### src/rtl/axi4_lite_arbiter.sv
// Round-robin arbiter sharing one AXI4-Lite manager port among NUM_REQ requesters.
// Exactly one read or write is in flight at a time; every output is driven from a register.
module axi4_lite_arbiter #(
  parameter int NUM_REQ    = 4,
  parameter int DATA_WIDTH = 32,
  parameter int ADDR_WIDTH = 32,
  localparam int IDW       = (NUM_REQ > 1) ? $clog2(NUM_REQ) : 1
) (
  input  logic                          aclk,
  input  logic                          aresetn,
  input  logic [NUM_REQ-1:0]            req_valid,
  input  logic [NUM_REQ-1:0]            req_write,
  input  logic [NUM_REQ*ADDR_WIDTH-1:0] req_addr,
  input  logic [NUM_REQ*DATA_WIDTH-1:0] req_wdata,
  output logic [NUM_REQ-1:0]            req_ready,
  output logic [NUM_REQ-1:0]            rsp_valid,
  output logic [DATA_WIDTH-1:0]         rsp_rdata,
  output logic                          rsp_err,
  output logic                          busy,
  output logic [IDW-1:0]                grant_id,
  output logic [ADDR_WIDTH-1:0]         awaddr,
  output logic [2:0]                    awprot,
  output logic                          awvalid,
  input  logic                          awready,
  output logic [DATA_WIDTH-1:0]         wdata,
  output logic [DATA_WIDTH/8-1:0]       wstrb,
  output logic                          wvalid,
  input  logic                          wready,
  input  logic [1:0]                    bresp,
  input  logic                          bvalid,
  output logic                          bready,
  output logic [ADDR_WIDTH-1:0]         araddr,
  output logic [2:0]                    arprot,
  output logic                          arvalid,
  input  logic                          arready,
  input  logic [DATA_WIDTH-1:0]         rdata,
  input  logic [1:0]                    rresp,
  input  logic                          rvalid,
  output logic                          rready
);

  typedef enum logic [2:0] {
    IDLE = 3'd0,
    AR   = 3'd1,
    R    = 3'd2,
    AW_W = 3'd3,
    B    = 3'd4
  } state_t;

  state_t                  state_q, state_d;
  logic [IDW-1:0]          ptr_q, ptr_d;
  logic [IDW-1:0]          grant_q, grant_d;
  logic [NUM_REQ-1:0]      req_ready_q, req_ready_d;
  logic [NUM_REQ-1:0]      rsp_valid_q, rsp_valid_d;
  logic [DATA_WIDTH-1:0]   rsp_rdata_q, rsp_rdata_d;
  logic                    rsp_err_q, rsp_err_d;
  logic                    busy_q, busy_d;
  logic [ADDR_WIDTH-1:0]   awaddr_q, awaddr_d;
  logic [ADDR_WIDTH-1:0]   araddr_q, araddr_d;
  logic [DATA_WIDTH-1:0]   wdata_q, wdata_d;
  logic                    awvalid_q, awvalid_d;
  logic                    wvalid_q, wvalid_d;
  logic                    bready_q, bready_d;
  logic                    arvalid_q, arvalid_d;
  logic                    rready_q, rready_d;
  logic                    aw_done_q, aw_done_d;
  logic                    w_done_q, w_done_d;

  logic [ADDR_WIDTH-1:0]   addr_arr  [NUM_REQ];
  logic [DATA_WIDTH-1:0]   wdata_arr [NUM_REQ];

  for (genvar gi = 0; gi < NUM_REQ; gi++) begin : g_unpack
    assign addr_arr[gi]  = req_addr[gi*ADDR_WIDTH +: ADDR_WIDTH];
    assign wdata_arr[gi] = req_wdata[gi*DATA_WIDTH +: DATA_WIDTH];
  end

  // Search starts at ptr_q and wraps, so the most recently served requester is checked last.
  logic           arb_found;
  logic [IDW-1:0] arb_idx;
  logic [IDW:0]   cand;
  logic [IDW:0]   ptr_inc;

  always_comb begin
    arb_found = 1'b0;
    arb_idx   = '0;
    cand      = '0;
    for (int k = 0; k < NUM_REQ; k++) begin
      cand = {1'b0, ptr_q} + (IDW+1)'(k);
      if (cand >= (IDW+1)'(NUM_REQ)) begin
        cand = cand - (IDW+1)'(NUM_REQ);
      end
      if (!arb_found && req_valid[cand[IDW-1:0]]) begin
        arb_found = 1'b1;
        arb_idx   = cand[IDW-1:0];
      end
    end
    ptr_inc = {1'b0, arb_idx} + 1'b1;
    if (ptr_inc == (IDW+1)'(NUM_REQ)) begin
      ptr_inc = '0;
    end
  end

  logic aw_fin, w_fin;

  always_comb begin
    state_d     = state_q;
    ptr_d       = ptr_q;
    grant_d     = grant_q;
    req_ready_d = '0;
    rsp_valid_d = '0;
    rsp_rdata_d = rsp_rdata_q;
    rsp_err_d   = rsp_err_q;
    awaddr_d    = awaddr_q;
    araddr_d    = araddr_q;
    wdata_d     = wdata_q;
    awvalid_d   = awvalid_q;
    wvalid_d    = wvalid_q;
    bready_d    = bready_q;
    arvalid_d   = arvalid_q;
    rready_d    = rready_q;
    aw_done_d   = aw_done_q;
    w_done_d    = w_done_q;
    aw_fin      = aw_done_q | (awvalid_q & awready);
    w_fin       = w_done_q | (wvalid_q & wready);

    case (state_q)
      IDLE: begin
        if (arb_found) begin
          req_ready_d[arb_idx] = 1'b1;
          grant_d              = arb_idx;
          ptr_d                = ptr_inc[IDW-1:0];
          if (req_write[arb_idx]) begin
            awaddr_d  = addr_arr[arb_idx];
            wdata_d   = wdata_arr[arb_idx];
            awvalid_d = 1'b1;
            wvalid_d  = 1'b1;
            aw_done_d = 1'b0;
            w_done_d  = 1'b0;
            state_d   = AW_W;
          end else begin
            araddr_d  = addr_arr[arb_idx];
            arvalid_d = 1'b1;
            state_d   = AR;
          end
        end
      end
      AR: begin
        if (arready) begin
          arvalid_d = 1'b0;
          rready_d  = 1'b1;
          state_d   = R;
        end
      end
      R: begin
        if (rvalid) begin
          rready_d             = 1'b0;
          rsp_rdata_d          = rdata;
          rsp_err_d            = |rresp;
          rsp_valid_d[grant_q] = 1'b1;
          state_d              = IDLE;
        end
      end
      AW_W: begin
        // Address and data channels complete independently, in either order or together.
        awvalid_d = ~aw_fin;
        wvalid_d  = ~w_fin;
        aw_done_d = aw_fin;
        w_done_d  = w_fin;
        if (aw_fin && w_fin) begin
          aw_done_d = 1'b0;
          w_done_d  = 1'b0;
          bready_d  = 1'b1;
          state_d   = B;
        end
      end
      B: begin
        if (bvalid) begin
          bready_d             = 1'b0;
          rsp_err_d            = |bresp;
          rsp_valid_d[grant_q] = 1'b1;
          state_d              = IDLE;
        end
      end
      default: begin
        state_d = IDLE;
      end
    endcase

    busy_d = (state_d != IDLE);
  end

  always_ff @(posedge aclk or negedge aresetn) begin
    if (!aresetn) begin
      state_q     <= IDLE;
      ptr_q       <= '0;
      grant_q     <= '0;
      req_ready_q <= '0;
      rsp_valid_q <= '0;
      rsp_rdata_q <= '0;
      rsp_err_q   <= 1'b0;
      busy_q      <= 1'b0;
      awaddr_q    <= '0;
      araddr_q    <= '0;
      wdata_q     <= '0;
      awvalid_q   <= 1'b0;
      wvalid_q    <= 1'b0;
      bready_q    <= 1'b0;
      arvalid_q   <= 1'b0;
      rready_q    <= 1'b0;
      aw_done_q   <= 1'b0;
      w_done_q    <= 1'b0;
    end else begin
      state_q     <= state_d;
      ptr_q       <= ptr_d;
      grant_q     <= grant_d;
      req_ready_q <= req_ready_d;
      rsp_valid_q <= rsp_valid_d;
      rsp_rdata_q <= rsp_rdata_d;
      rsp_err_q   <= rsp_err_d;
      busy_q      <= busy_d;
      awaddr_q    <= awaddr_d;
      araddr_q    <= araddr_d;
      wdata_q     <= wdata_d;
      awvalid_q   <= awvalid_d;
      wvalid_q    <= wvalid_d;
      bready_q    <= bready_d;
      arvalid_q   <= arvalid_d;
      rready_q    <= rready_d;
      aw_done_q   <= aw_done_d;
      w_done_q    <= w_done_d;
    end
  end

  assign req_ready = req_ready_q;
  assign rsp_valid = rsp_valid_q;
  assign rsp_rdata = rsp_rdata_q;
  assign rsp_err   = rsp_err_q;
  assign busy      = busy_q;
  assign grant_id  = grant_q;
  assign awaddr    = awaddr_q;
  assign awprot    = 3'b000;
  assign awvalid   = awvalid_q;
  assign wdata     = wdata_q;
  assign wstrb     = '1;
  assign wvalid    = wvalid_q;
  assign bready    = bready_q;
  assign araddr    = araddr_q;
  assign arprot    = 3'b000;
  assign arvalid   = arvalid_q;
  assign rready    = rready_q;

endmodule
### config.mk
export PLATFORM = sky130hd
export DESIGN_NAME = axi4_lite_arbiter
export DESIGN_NICKNAME = d
export VERILOG_FILES = /design/src/rtl/axi4_lite_arbiter.sv
export SDC_FILE = /design/constraint.sdc
export NUM_CORES = 1
export LEC_CHECK = 0
export CAP_MARGIN = 0
export CORE_AREA = 2 2 182 184
export DETAILED_ROUTE_END_ITERATION = 8
export DIE_AREA = 0 0 184 186
export MAX_ROUTING_LAYER = met4
export PLACE_DENSITY = 0.67
export SLEW_MARGIN = 40
export SYNTH_ARGS = -nofsm -noshare
export SYNTH_HDL_FRONTEND = slang
export SYNTH_SLANG_ARGS = --single-unit
### constraint.sdc
create_clock -name aclk -period 2.96 [get_ports aclk]
set_clock_uncertainty 0.15 [all_clocks]
set_input_delay 0.296 -clock aclk [delete_from_list [all_inputs] [get_ports aclk]]
set_output_delay 0.296 -clock aclk [all_outputs]
set_load 0.03 [all_outputs]
### Word level (Yosys, flattened, before mapping)

Index checks and enable logic that the tools add are counted.

* flip-flop bits (word level): 152
* input port bits: 307

* add/sub/neg operators: 8
* magnitude comparators: 13
* equal/unequal tests: 12
* mux-type cells: 68
* bitwise operators: 8
* reductions and logical operators: 27

Operator list (count)
* $bmux 32 s2: 2
* $mux 32: 4
* $mux 1: 26
* $mux 2: 10
* $lt 2x3->1 const B: 6
* $reduce_and 3->1: 6
* $mux 4: 4
* $pmux 1 s2: 8
* $mux 3: 5
* $pmux 3 s5: 1
* $ne 2x2->1 const B: 7
* $ge 3x3->1 const B: 4
* $bmux 1 s2: 5
* $reduce_bool 2->1: 5
* $pmux 4 s2: 1
* $sub 2x1->2 const B: 4
* $add 2x1->3 const B: 2
* $add 2x2->3 const B: 2
* $eq 3x2->1 const B: 2
* $eq 3x3->1 const B: 2
* $logic_and 1x1->1: 6
* $demux 1 s2: 2
* $ge 2x1->1 const B: 2
* $reduce_and 2->1: 2
* other kinds (11): 18

### Logic depth before layout (Yosys ltp)

Gate-level depths: netlist (run 1).

* depth after elaboration: 20
* depth in mapped cells: 9
* depth with buffers taken out: 7

### Worst setup path after synthesis (run 1)

No wires, ideal clock.

* kind: reg2reg
* from: register ptr_q[1]
* to: register wdata_q[25] (netlist: wdata[25])
* library setup time: 0.125 ns
* data arrival time: 2.121 ns
* setup slack: 0.565 ns
* stages on the path, launching flop included: 10
* clock period less this slack: 2.395 ns
* cells stage by stage: dfrtp_1 nand4b_1 o21ai_1 a211o_1 clkbuf_1 mux2_2 a22oi_2 buf_4 buf_4 mux2_2

* cells in the longest elaborated chain, start to end: 18
* elaborated cells on any way between the ends: 44

Ends and longest elaborated chain
* from (decl): RTL line 51 `logic [IDW-1:0] ptr_q, ptr_d;`
* from (signal assigned): RTL line 214 `ptr_q <= ptr_d;`
* parallel branches: the longest is 18 deep, another holds $add 2x1->3
* to (signal assigned): RTL line 223 `wdata_q <= wdata_d;`
* to (decl): RTL line 60 `logic [DATA_WIDTH-1:0] wdata_q, wdata_d;`

Several ways; the timed one is not identified. The select of a mux whose other input is x is not followed.
A chain may end at the register's enable or synchronous reset.

### Final worst setup path (run 1)

* from: register state_q[0]
* to: register araddr_q[22] (netlist: araddr[22])

* cells in the longest elaborated chain, start to end: 2

Ends and longest elaborated chain
* from (decl): RTL line 50 `state_t state_q, state_d;`
* from (signal assigned): RTL line 213 `state_q <= state_d;`
* $logic_not 3->1: RTL line 126 `case (state_q)`
* $reduce_and 3->1 (no source line)
* to (signal assigned): RTL line 222 `araddr_q <= araddr_d;`
* to (decl): RTL line 59 `logic [ADDR_WIDTH-1:0] araddr_q, araddr_d;`

No other way between the ends.

==> impl_metrics.ini, run 1 <==
[setup_path]
startpoint = state_q[0]
critPathCapture = araddr[22]
max_stage_delay_ps = 480
cp_slowest_cell = dfrtp_1
path_cells = nor2_1, o41ai_1, buf_4, nor2_2, nand2_1, o22ai_4, buf_12, mux2i_1
rrSetupSlack_ps = 350
path_depth = 8
path_buf_inv = 2
cpLargestDelayFamily = simple AND/OR/NAND/NOR gates
worstPathArrival_ps = 2790
timing.rr.end = araddr[22]
endpoint_kind = flip-flop
critical_path_required_ps = 3150
path_max_fanout = 33
cp-start-kind = flip-flop
regToRegStartpoint = state_q[0]
worstSetupPathType = reg2reg
reg2reg_depth = 8

[global_route]
grt_pass1_wl_mm = 39.8
grt_use_total_pct = 15.9
grt_pass1_vias = 7104
gr-total-overflow = 0
grt_max_degree = 57
antenna_found_initial = 0

[timing]
period_share_pct = 88.0
fin_crit_ps = 2610
hold_viol = 0
relSlewSlack_pct = 62.6
fmax_mhz = 384
slew_viol_final = 0
tightestPinTransition_ps = 561
fin_tns_setup_ps = 0
setup_viol = 0
rsz0062_at_grt = no

[clock_tree]
cts_max_level = 4
clock-sinks = 152
cts_setup_buffers = 0
clock_latency_ps = 410
numCtsBuffers = 17
clkSlewWorstSetupHoldPaths_ps = 80
cts_tree = built
cts_buffer_depth = 2
cts_root_buffer = clkbuf_16

[synthesis]
synth_common_cells = mux2i_1 (224), dfrtp_1 (152), mux2_2 (100)
synth_edf_count = 0
synthDistinctLibCells = 36
ys_warn_count = 0
synth_flop_cell = dfrtp_1
yosysSeqAreaShare_pct = 46.5
async_flop_share_pct = 100
yosysTopAreaCell = dfrtp_1
synth_most_common_cell = mux2i_1
synth_seq_cells = 152
synth.cell_area_um2 = 8190
synth_area_leaders = dfrtp_1 (46%), mux2i_1 (27%), mux2_2 (14%), inv_1 (3.4%), buf_4 (1.7%)
syn_avg_cell_area_um2 = 12.1
syn_inst = 675
synth_top_area_share_pct = 46.5

[final_layout]
final_nets = 1445
area_delta_synth_final_pct = 70.4
finalInstanceArea_um2 = 13900
drive_above_1_share_pct = 14.6
antennaDiodeCount = 0
fillers = 3005

[pwr]
ir_worst_vdd_mv = 0.469
p_leak_nw = 6.51
p_per_area_nw_per_um2 = 1050

[detailed_routing]
drtIter0Drc = 127
num_vias = 6674
firstDrtPassIters = 4
final_antenna_net_count = 0
drc = 0
drt_wl_total_mm = 27.3
wl_per_cell_um = 17.5
vias_per_cell = 4.29

[place]
gp_congestion = 0.797
place_area_um2 = 13300
hpwl_mm = 21.6
io_buffers = 451

[min_path]
hp-class = in2async

[floorplanning]
core-area_um2 = 32200
design.die.area_um2 = 34200
rows = 66
start_util_pct = 25.4
ios = 462
die_y_um = 186
fp.dieW_um = 184

[status]
outcome = finished clean

[flow_run]
cap_violations = 0
-- layer usage --
layer / up-vias / global-route usage, % / share of wire, %
met5: - / - / 0
met4: 0 / 3.30 / 0.86
met3: 13 / 4.34 / 6.7
met2: 257 / 28.0 / 52
met1: 3172 / 18.1 / 41
li1: 3232 / - / -
-- where the power goes --
part / switching, mW / leakage, nW / internal, mW / total, mW
clock: 0.965 / 0.298 / 1.29 / 2.26
sequential: 0.608 / 1.79 / 3.12 / 3.73
combinational: 4.59 / 4.42 / 4.07 / 8.67
-- kinds of logic (layout without fill, tap and decap cells) --
kind of cell	after synthesis	count (layout)	synth area share, %
DFF	152	152	46.5
AOI/OAI and AO/OA	32	32	2.57
and+or+nand+nor	40	40	2.49
adders and majority gates	4	4	0.611
other	2	10	0.0917
buffers and inverters	121	584	6.62
muxes	324	324	41.1
-- flip-flops by register name (all words and copies together) (netlist names) --
| signal | cells |
|---|---|
| araddr | 32 |
| awaddr | 32 |
| rsp_rdata | 32 |
| wdata | 32 |
| req_ready | 4 |
| rsp_valid | 4 |
| state_q | 3 |
| grant_id | 2 |
| ptr_q | 2 |
| arvalid | 1 |
| aw_done_q | 1 |
| awvalid | 1 |
| bready | 1 |
| busy | 1 |
| rready | 1 |
| rsp_err | 1 |
| w_done_q | 1 |
| wvalid | 1 |
-- metrics by stage --
step / worst slack, ps / total power [mW] / std cells / hold WS (ps) / util, %
floorplan: 565 / 8.87 / 683 / -150 / -
global placement: 98.7 / 12.4 / 1522 / 168 / 41.4
detailed placement: 95.7 / 12.5 / 1522 / 169 / 41.4
CTS: 137 / 14.9 / 1554 / 282 / 43.3
global route: 104 / 15.5 / 1554 / 301 / 43.3
finish: 355 / 14.7 / 1554 / 261 / 43.3
-- how the worst min path moves through the flow --
| stage | startpoint | to | slack [ps] | cells after the start |
|---|---|---|---|---|
| floorplan | aresetn | araddr[0] | -150 | 0 |
| global placement | aresetn | araddr[11] | 170 | 1 |
| detailed placement | aresetn | araddr[3] | 170 | 1 |
| CTS | aresetn | araddr[11] | 280 | 2 |
| global route | aresetn | araddr[11] | 300 | 2 |
| finish | aresetn | awaddr[11] | 260 | 2 |
-- cells in the final DEF (no fill, tap or decap), drive strengths merged, types with 2 or more instances in the layout --
cell type      synthesis  final
o22ai                  3      3
and2                   4      4
nor3                   4      4
mux2i                224    224
ha                     4      4
and3                   2      2
clkinv                 0      6
o221ai                 2      2
inv                   74     79
mux2                 100    100
a22o                   2      2
clkbuf                10     18
nand2                 10     10
a21oi                 11     11
bufinv                 0      2
o21a                   3      3
o21ai                  7      7
conb                   2     10
buf                   37     28
clkdlybuf4s50          0    450
nor2                  12     12
dfrtp                152    152
-- worst register-to-register path: stages, from the launching register on --
cell and delay (ps):
dfrtp_1 480, nor2_1 320, o41ai_1 170, buf_4 180, nor2_2 280, nand2_1 210, o22ai_4 210, buf_12 250
mux2i_1 290
-- layout make-up --
type	count	area [µm²]	share of cell area [%]
inverters	74	278	1.99
flip-flops and latches	152	3800	27.3
multi-input cells	410	3900	27.9
clock buffers	18	439	3.15
repair buffers	479	4850	34.8
clock inverters	13	165	1.18
well taps	408	510	3.66
-- timing repair --
action	4_1_cts	5_1_grt
hold endpoints to repair	54	0
resized for setup	0	1
setup endpoints to repair	0	32
hold buffers	1	0
(Power assumes the default switching activity.)
==> run 2: changes to the inputs <==
Clock period 2.96 ns to 2.68 ns, I/O delays scaled along.
==> impl_metrics.ini, run 2 (synthesis results as in run 1) <==
[status]
outcome = finished clean

[clock_tree]
clkSlewWorstSetupHoldPaths_ps = 80
clock_latency_ps = 410
cts_root_buffer = clkbuf_16
cts_max_level = 4
cts_buffer_depth = 2
cts_tree = built
clock-sinks = 152
numCtsBuffers = 17

[final_layout]
area_delta_synth_final_pct = 73.4
layout_commonest_cell = clkdlybuf4s50_1
layoutNonFillerInstCount = 1587
drive_above_1_share_pct = 16.7
final_nets = 1477
final_cell_mix = clkdlybuf4s50_1 (450), mux2i_1 (224), dfrtp_1 (152), mux2_2 (100), inv_1 (74)

[floorplanning]
rows = 66
die_y_um = 186
ios = 462
core-area_um2 = 32200
start_util_pct = 25.4
fp.dieW_um = 184
design.die.area_um2 = 34200

[setup_path]
path_buf_inv = 3
cpLargestDelayFamily = compound AO/OA/AOI/OAI gates
endpoint_kind = flip-flop
cp-start-kind = flip-flop
worstPathArrival_ps = 2680
path_cells = nand4b_1, o21ai_1, a211o_4, mux2_2, a22oi_2, buf_4, buf_12, buf_4, mux2i_1
cp_slowest_cell = dfrtp_1
worstSetupPathType = reg2reg
path_max_fanout = 20
startpoint = ptr_q[1]
regToRegStartpoint = ptr_q[1]
critical_path_required_ps = 2870
max_stage_delay_ps = 450
critPathMostFrequentCell = buf_4

[detailed_routing]
drt_wl_total_mm = 27.3
firstDrtPassIters = 4
drc = 0
num_vias = 6838
vias_per_cell = 4.31
wl_per_cell_um = 17.2
drtIter0Drc = 161
final_antenna_net_count = 0

[timing]
fin_tns_setup_ps = 0
setup_viol = 0
tightestPinTransition_ps = 554
hold_viol = 0
fmax_mhz = 401
slew_viol_final = 0
period_share_pct = 92.9
relSlewSlack_pct = 63.1
holdWs_ps = 256
fin_crit_ps = 2490
rsz0062_at_grt = no

[global_route]
antenna_found_initial = 1
gr-total-overflow = 0
grt_max_degree = 56
grt_pass1_vias = 7243
grt_use_total_pct = 15.9
grt_pass1_wl_mm = 40.0

[place]
io_buffers = 451
hpwl_mm = 22.0
dp_cells = 1554
gp_congestion = 0.785

[pwr]
p_leak_nw = 6.65
p_per_area_nw_per_um2 = 1160
ir_worst_vdd_mv = 0.394
total_power_mw = 16.5

[flow_run]
cap_violations = 0

[min_path]
hp-class = in2async
run 2: routing by layer:
metal / vias up / wire length [µm] / GRT usage, %
met1: 3276 / 11100 / 18.1
met4: 0 / 187 / 3.46
li1: 3301 / - / -
met5: - / 0 / -
met2: 251 / 14100 / 28.0
met3: 10 / 1860 / 4.42
run 2: per-stage QoR:
stage / worst slack [ps] / util (%) / instance area, µm²
finish: 189 / 44.1 / 14200
global route: 20.4 / 44.1 / 14200
CTS: 168 / 44.1 / 14200
detailed placement: -188 / 42.1 / 13600
global placement: -104 / 42.1 / 13600
floorplan: 285 / - / 8220
run 2: where the power goes:
part / total (mW) / internal (mW) / switching (mW)
logic: 9.84 / 4.70 / 5.14
clock network: 2.55 / 1.50 / 1.05
registers: 4.10 / 3.45 / 0.651
run 2: final cells by class:
cell class	count	area [µm²]
fillers	3024	18000
repair buffers	511	5080
multi-input cells	410	3890
flip-flops and latches	152	3800
well taps	408	510
clock buffers	18	429
inverters	74	278
clock inverters	13	190
diodes	1	2.50
run 2: path summary, 6_finish.rpt:
path                            cells after the start             to  slack (ps)
worst min register to register                      1      wdata[18]         350
worst max-delay path                                9     awaddr[29]         190
worst min-delay path                                2     awaddr[11]         260
worst max register to register                      9     awaddr[29]         190
max in group asynchronous                           3       wdata[8]        1410
min in group aclk                                   2  rsp_rdata[17]         310
run 2: repair_timing:
action / 4_1_cts / 5_1_grt
setup endpoints to repair: 0 / 0
setup buffers: 0 / 0
resized for setup: 0 / 0
hold buffers: 1 / 0
endpoints found under the hold margin: 53 / 0
==> run 3: changes to the inputs <==
Settings changed: CAP_MARGIN 0 to 20.
==> results of run 3 <==
Final layout, timing and power as in run 2 (identical DEF).
==> RTL change 1: new RTL, settings of run 3 <==
Make the reset (`aresetn`) synchronous in one clocked block.
--- a/src/rtl/axi4_lite_arbiter.sv
+++ b/src/rtl/axi4_lite_arbiter.sv
@@ -189,7 +189,7 @@
     busy_d = (state_d != IDLE);
   end
 
-  always_ff @(posedge aclk or negedge aresetn) begin
+  always_ff @(posedge aclk) begin
     if (!aresetn) begin
       state_q     <= IDLE;
       ptr_q       <= '0;
Check against the original RTL: differs if aresetn is asserted again (counterexample within 4 cycles, from zero or initial values and one cycle with aresetn low); with aresetn held inactive, the same outputs for 4 cycles.
==> RTL change 1 against run 3 <==
Synthesized cell count rose by 38%; setup slack improved by 0.0069 ns; wire length rose by 12%; via count rose by 22%; area after synthesis fell by 4.8%; critical path depth fell by 2; cell count rose by 12%; total power fell by 30%; sequential cell count did not move; final area fell by 5.8%.
==> RTL change 1: results (changes against run 3) <==
[yosys]
synthTopCellsByCount = nand2_1, dfxtp_1, a21oi_1  ; was mux2i_1, dfrtp_1, mux2_2
syn_avg_cell_area_um2 = 8.36  ; was 12.1 µm²
synthTopCellsByArea = dfxtp_1, mux2i_1, nand2_1  ; was dfrtp_1, mux2i_1, mux2_2
seq_area_frac_synth = 0.390  ; was 0.465
synth.most_common_cell = nand2_1  ; was mux2i_1
synth_compound_area_frac = 0.196  ; was 0.0257
synthAdderAreaFrac = 0.00642  ; was 0.00611
yosysUniqueCellTypes = 46  ; was 36
synthArstFlopShare = 0  ; was 1.00
synth.area.mux_share = 0.166  ; was 0.411

[hold_path]
min_to = rsp_rdata[2]
hold_class = primary input to register  ; was primary input to asynchronous set/reset pin

[sta]
period_needed_ns = 2.48  ; was 2.49 ns
hold_ws_ns = 0.224  ; was 0.256 ns
worst_pin_slew_ns = 0.630  ; was 0.554 ns

[grt]
grt_max_degree = 109  ; was 56
grt.total_usage = 0.175  ; was 0.159
antenna_found_initial = 2  ; was 1
grt_pass1_wl_um = 44900  ; was 40000 µm
grt_pass1_vias = 8102  ; was 7243

[final_layout]
final_nets = 1667  ; was 1477
multi_input_area_mm2 = 0.00425  ; was 0.00389 mm²
fill_cells = 3176  ; was 3024
final_layout_size_suffix_gt1_frac = 0.0657  ; was 0.167

[power_and_ir_drop]
p_sw_frac = 0.409  ; was 0.415
clockPowerShare = 0.216  ; was 0.155
p_per_area_mw_per_mm2 = 859  ; was 1160 mW/mm²
vdd_drop_max_mv = 0.421  ; was 0.394 mV
p_leak_nw = 5.47  ; was 6.65 nW
combPwrFrac = 0.514  ; was 0.596

[worst_setup_path]
r2r_start = ptr_q[0]  ; was ptr_q[1]
cpPeakStageDelay_ns = 0.59  ; was 0.45 ns
crit_fanout = 10  ; was 20
cpMaxStageDelayCell = or4b_4  ; was dfrtp_1
r2r_end = araddr[18]  ; was awaddr[29]
worstPathArrival_ns = 2.70  ; was 2.68 ns
path_delay_family = simple AND/OR/NAND/NOR gates  ; was compound AO/OA/AOI/OAI gates
worst_r2r_path_depth = 7  ; was 9

[detailed_routing]
routed_wl_um = 30700  ; was 27300 µm
drtIter0Drc = 280  ; was 161
vias_per_cell = 4.68  ; was 4.31
vias = 8336  ; was 6838
first_pass_iters = 5  ; was 4

[cts]
postCtsSetupRepairBufs = 0  ; unchanged
cts.path.max_buffers = 2  ; unchanged
clock_latency_ns = 0.43  ; was 0.41 ns
post_cts_resized = 0  ; unchanged
cts_root_buf = clkbuf_16  ; unchanged

[placed_design]
gp_congestion = 0.864  ; was 0.785
dpl_worst_slack_ns = -0.241  ; was -0.188 ns
dpl.hpwl_um = 22900  ; was 22000 µm
place_area_mm2 = 0.0128  ; was 0.0136 mm²

[run_status]
status = finished, final reports clean  ; unchanged

## RTL change 1: area by class of cell
type	count	share of cell area
Timing Repair Buffer	490	0.370
Multi-Input combinational cell	690	0.318
Sequential cell	152	0.228
Tap cell	408	0.0382
Clock buffer	18	0.0328
Clock inverter	14	0.0117
Inverter	5	0.00187
Antenna cell	3	0.000562
## RTL change 1: routing by layer
| metal | track usage | wire length, µm |
|---|---|---|
| met4 | 0.0595 | 569 |
| met2 | 0.289 | 15100 |
| met5 | - | 0 |
| met3 | 0.0468 | 2020 |
| met1 | 0.206 | 13000 |
## RTL change 1: worst max path at each step
stage,end,from,cells after the start
final,araddr[18],ptr_q[0],7
after floorplan,araddr[10],ptr_q[0],9
after global routing,wdata[28],ptr_q[0],8
after CTS,araddr[18],ptr_q[0],7
after detailed placement,araddr[18],req_valid[2],8
after global placement,araddr[17],req_valid[3],8
==> RTL change 2: new RTL, config.mk and constraints of run 3 <==
Made on the original files. Change the parameter `DATA_WIDTH` from 32 to 48.
--- a/src/rtl/axi4_lite_arbiter.sv
+++ b/src/rtl/axi4_lite_arbiter.sv
@@ -2,7 +2,7 @@
 // Exactly one read or write is in flight at a time; every output is driven from a register.
 module axi4_lite_arbiter #(
   parameter int NUM_REQ    = 4,
-  parameter int DATA_WIDTH = 32,
+  parameter int DATA_WIDTH = 48,
   parameter int ADDR_WIDTH = 32,
   localparam int IDW       = (NUM_REQ > 1) ? $clog2(NUM_REQ) : 1
 ) (
Ports: changed (5 resized); port bits go from 462 to 576. The function was not compared with the original's and may differ.
==> RTL change 2 against run 3 <==
Final area is 22% higher; clock power is 2% higher; wire length is 36% higher; worst hold slack worse by 0.051 ns; first-iteration DRC count is 89% higher; sequential cell count is 32 higher; non-clock buffer count is 108 higher; area after synthesis is 24% higher; synthesized cell count is 19% higher; total power is 21% higher; setup slack better by 0.020 ns; global-route usage is 5.6 points higher; critical path type unchanged; largest cell class unchanged.
==> RTL change 2: results (changes against run 3) <==
[worst_setup_path]
crit_fanout = 23  ; was 20
worstPathArrival_ns = 2.64  ; was 2.68 ns

[yosys]
yosysUniqueCellTypes = 47  ; was 36
seq_area_frac_synth = 0.452  ; was 0.465
synthTopCellsByArea = dfrtp_1, mux2i_1, mux2_2  ; unchanged

[grt]
antenna_found_initial = 0  ; was 1
grt_max_degree = 57  ; was 56
grt_pass1_vias = 8862  ; was 7243
use_met1 = 0.241  ; was 0.181
grt_util_met3 = 0.0542  ; was 0.0442
grt.total_usage = 0.215  ; was 0.159

[power_and_ir_drop]
p_comb_mw = 12.4  ; was 9.84 mW
vdd_drop_max_mv = 0.559  ; was 0.394 mV
p_per_area_mw_per_mm2 = 1160  ; about the same
p_seq_mw = 5.00  ; was 4.10 mW

[detailed_routing]
vias_per_cell = 4.65  ; was 4.31
wl_met2_um = 19500  ; was 14100 µm
route.layer.met1.wl_um = 14600  ; was 11100 µm
drtIter0Drc = 305  ; was 161
routed_wl_um = 37200  ; was 27300 µm

[placed_design]
io_buffers = 563  ; was 451
dpl_worst_slack_ns = -0.150  ; was -0.188 ns
gp_congestion = 0.842  ; was 0.785
place_area_mm2 = 0.0166  ; was 0.0136 mm²
dpl.hpwl_um = 30100  ; was 22000 µm

[cts]
clock_latency_ns = 0.44  ; was 0.41 ns

[run_status]
status = finished, final reports clean  ; unchanged

[final_layout]
stdcell_count = 1814  ; was 1587
final_layout_size_suffix_gt1_frac = 0.159  ; was 0.167

[sta]
worst_pin_slew_ns = 0.496  ; was 0.554 ns

==> RTL change 2: cell count changes in the layout (fill, tap and decap cells not counted), sizes merged, moves of 3 or more <==
| cell | run 3 | this run |
|---|---|---|
| clkdlybuf4s50 | 450 | 562 |
| mux2i | 224 | 273 |
| dfrtp | 152 | 184 |
| mux2 | 100 | 130 |
| a21oi | 11 | 5 |
| buf | 60 | 55 |
| a21o | 0 | 3 |
| clkinv | 3 | 6 |
| nand3b | 0 | 3 |
| o22ai | 3 | 0 |
| o2bb2ai | 0 | 3 |
==> RTL change 2: path summary, 6_finish.rpt <==
| check | from | end | slack, ns | cells after the start |
|---|---|---|---|---|
| max in group asynchronous | aresetn | rsp_rdata[2] | 1.41 | 3 |
| max reg2reg | ptr_q[0] | wdata[28] | 0.21 | 8 |
| min reg2reg | aw_done_q | aw_done_q | 0.35 | 1 |
| min in group aclk | rdata[17] | rsp_rdata[17] | 0.28 | 2 |
| max | ptr_q[0] | wdata[28] | 0.21 | 8 |
| min | aresetn | wdata[19] | 0.21 | 2 |
==> RTL change 2: kinds of logic (layout without fill, tap and decap cells) <==
| kind of cell | after synthesis | in the layout | synth area share |
|---|---|---|---|
| AOI/OAI and AO/OA | 33 | 33 | 0.0243 |
| adders and majority gates | 4 | 4 | 0.00492 |
| buffers and inverters | 131 | 722 | 0.0639 |
| DFF | 184 | 184 | 0.452 |
| muxes | 403 | 403 | 0.429 |
| other | 2 | 13 | 0.000738 |
| and+or+nand+nor | 47 | 47 | 0.0249 |
==> RTL change 2: cell type report <==
cell class,count,area [µm²]
fill,2829,15000
timing repair buffer,619,6250
multi-input combinational,499,5000
sequential,184,4600
tap,408,510
clock buffer,17,425
inverter,71,267
clock inverter,15,184
antenna,1,2.50
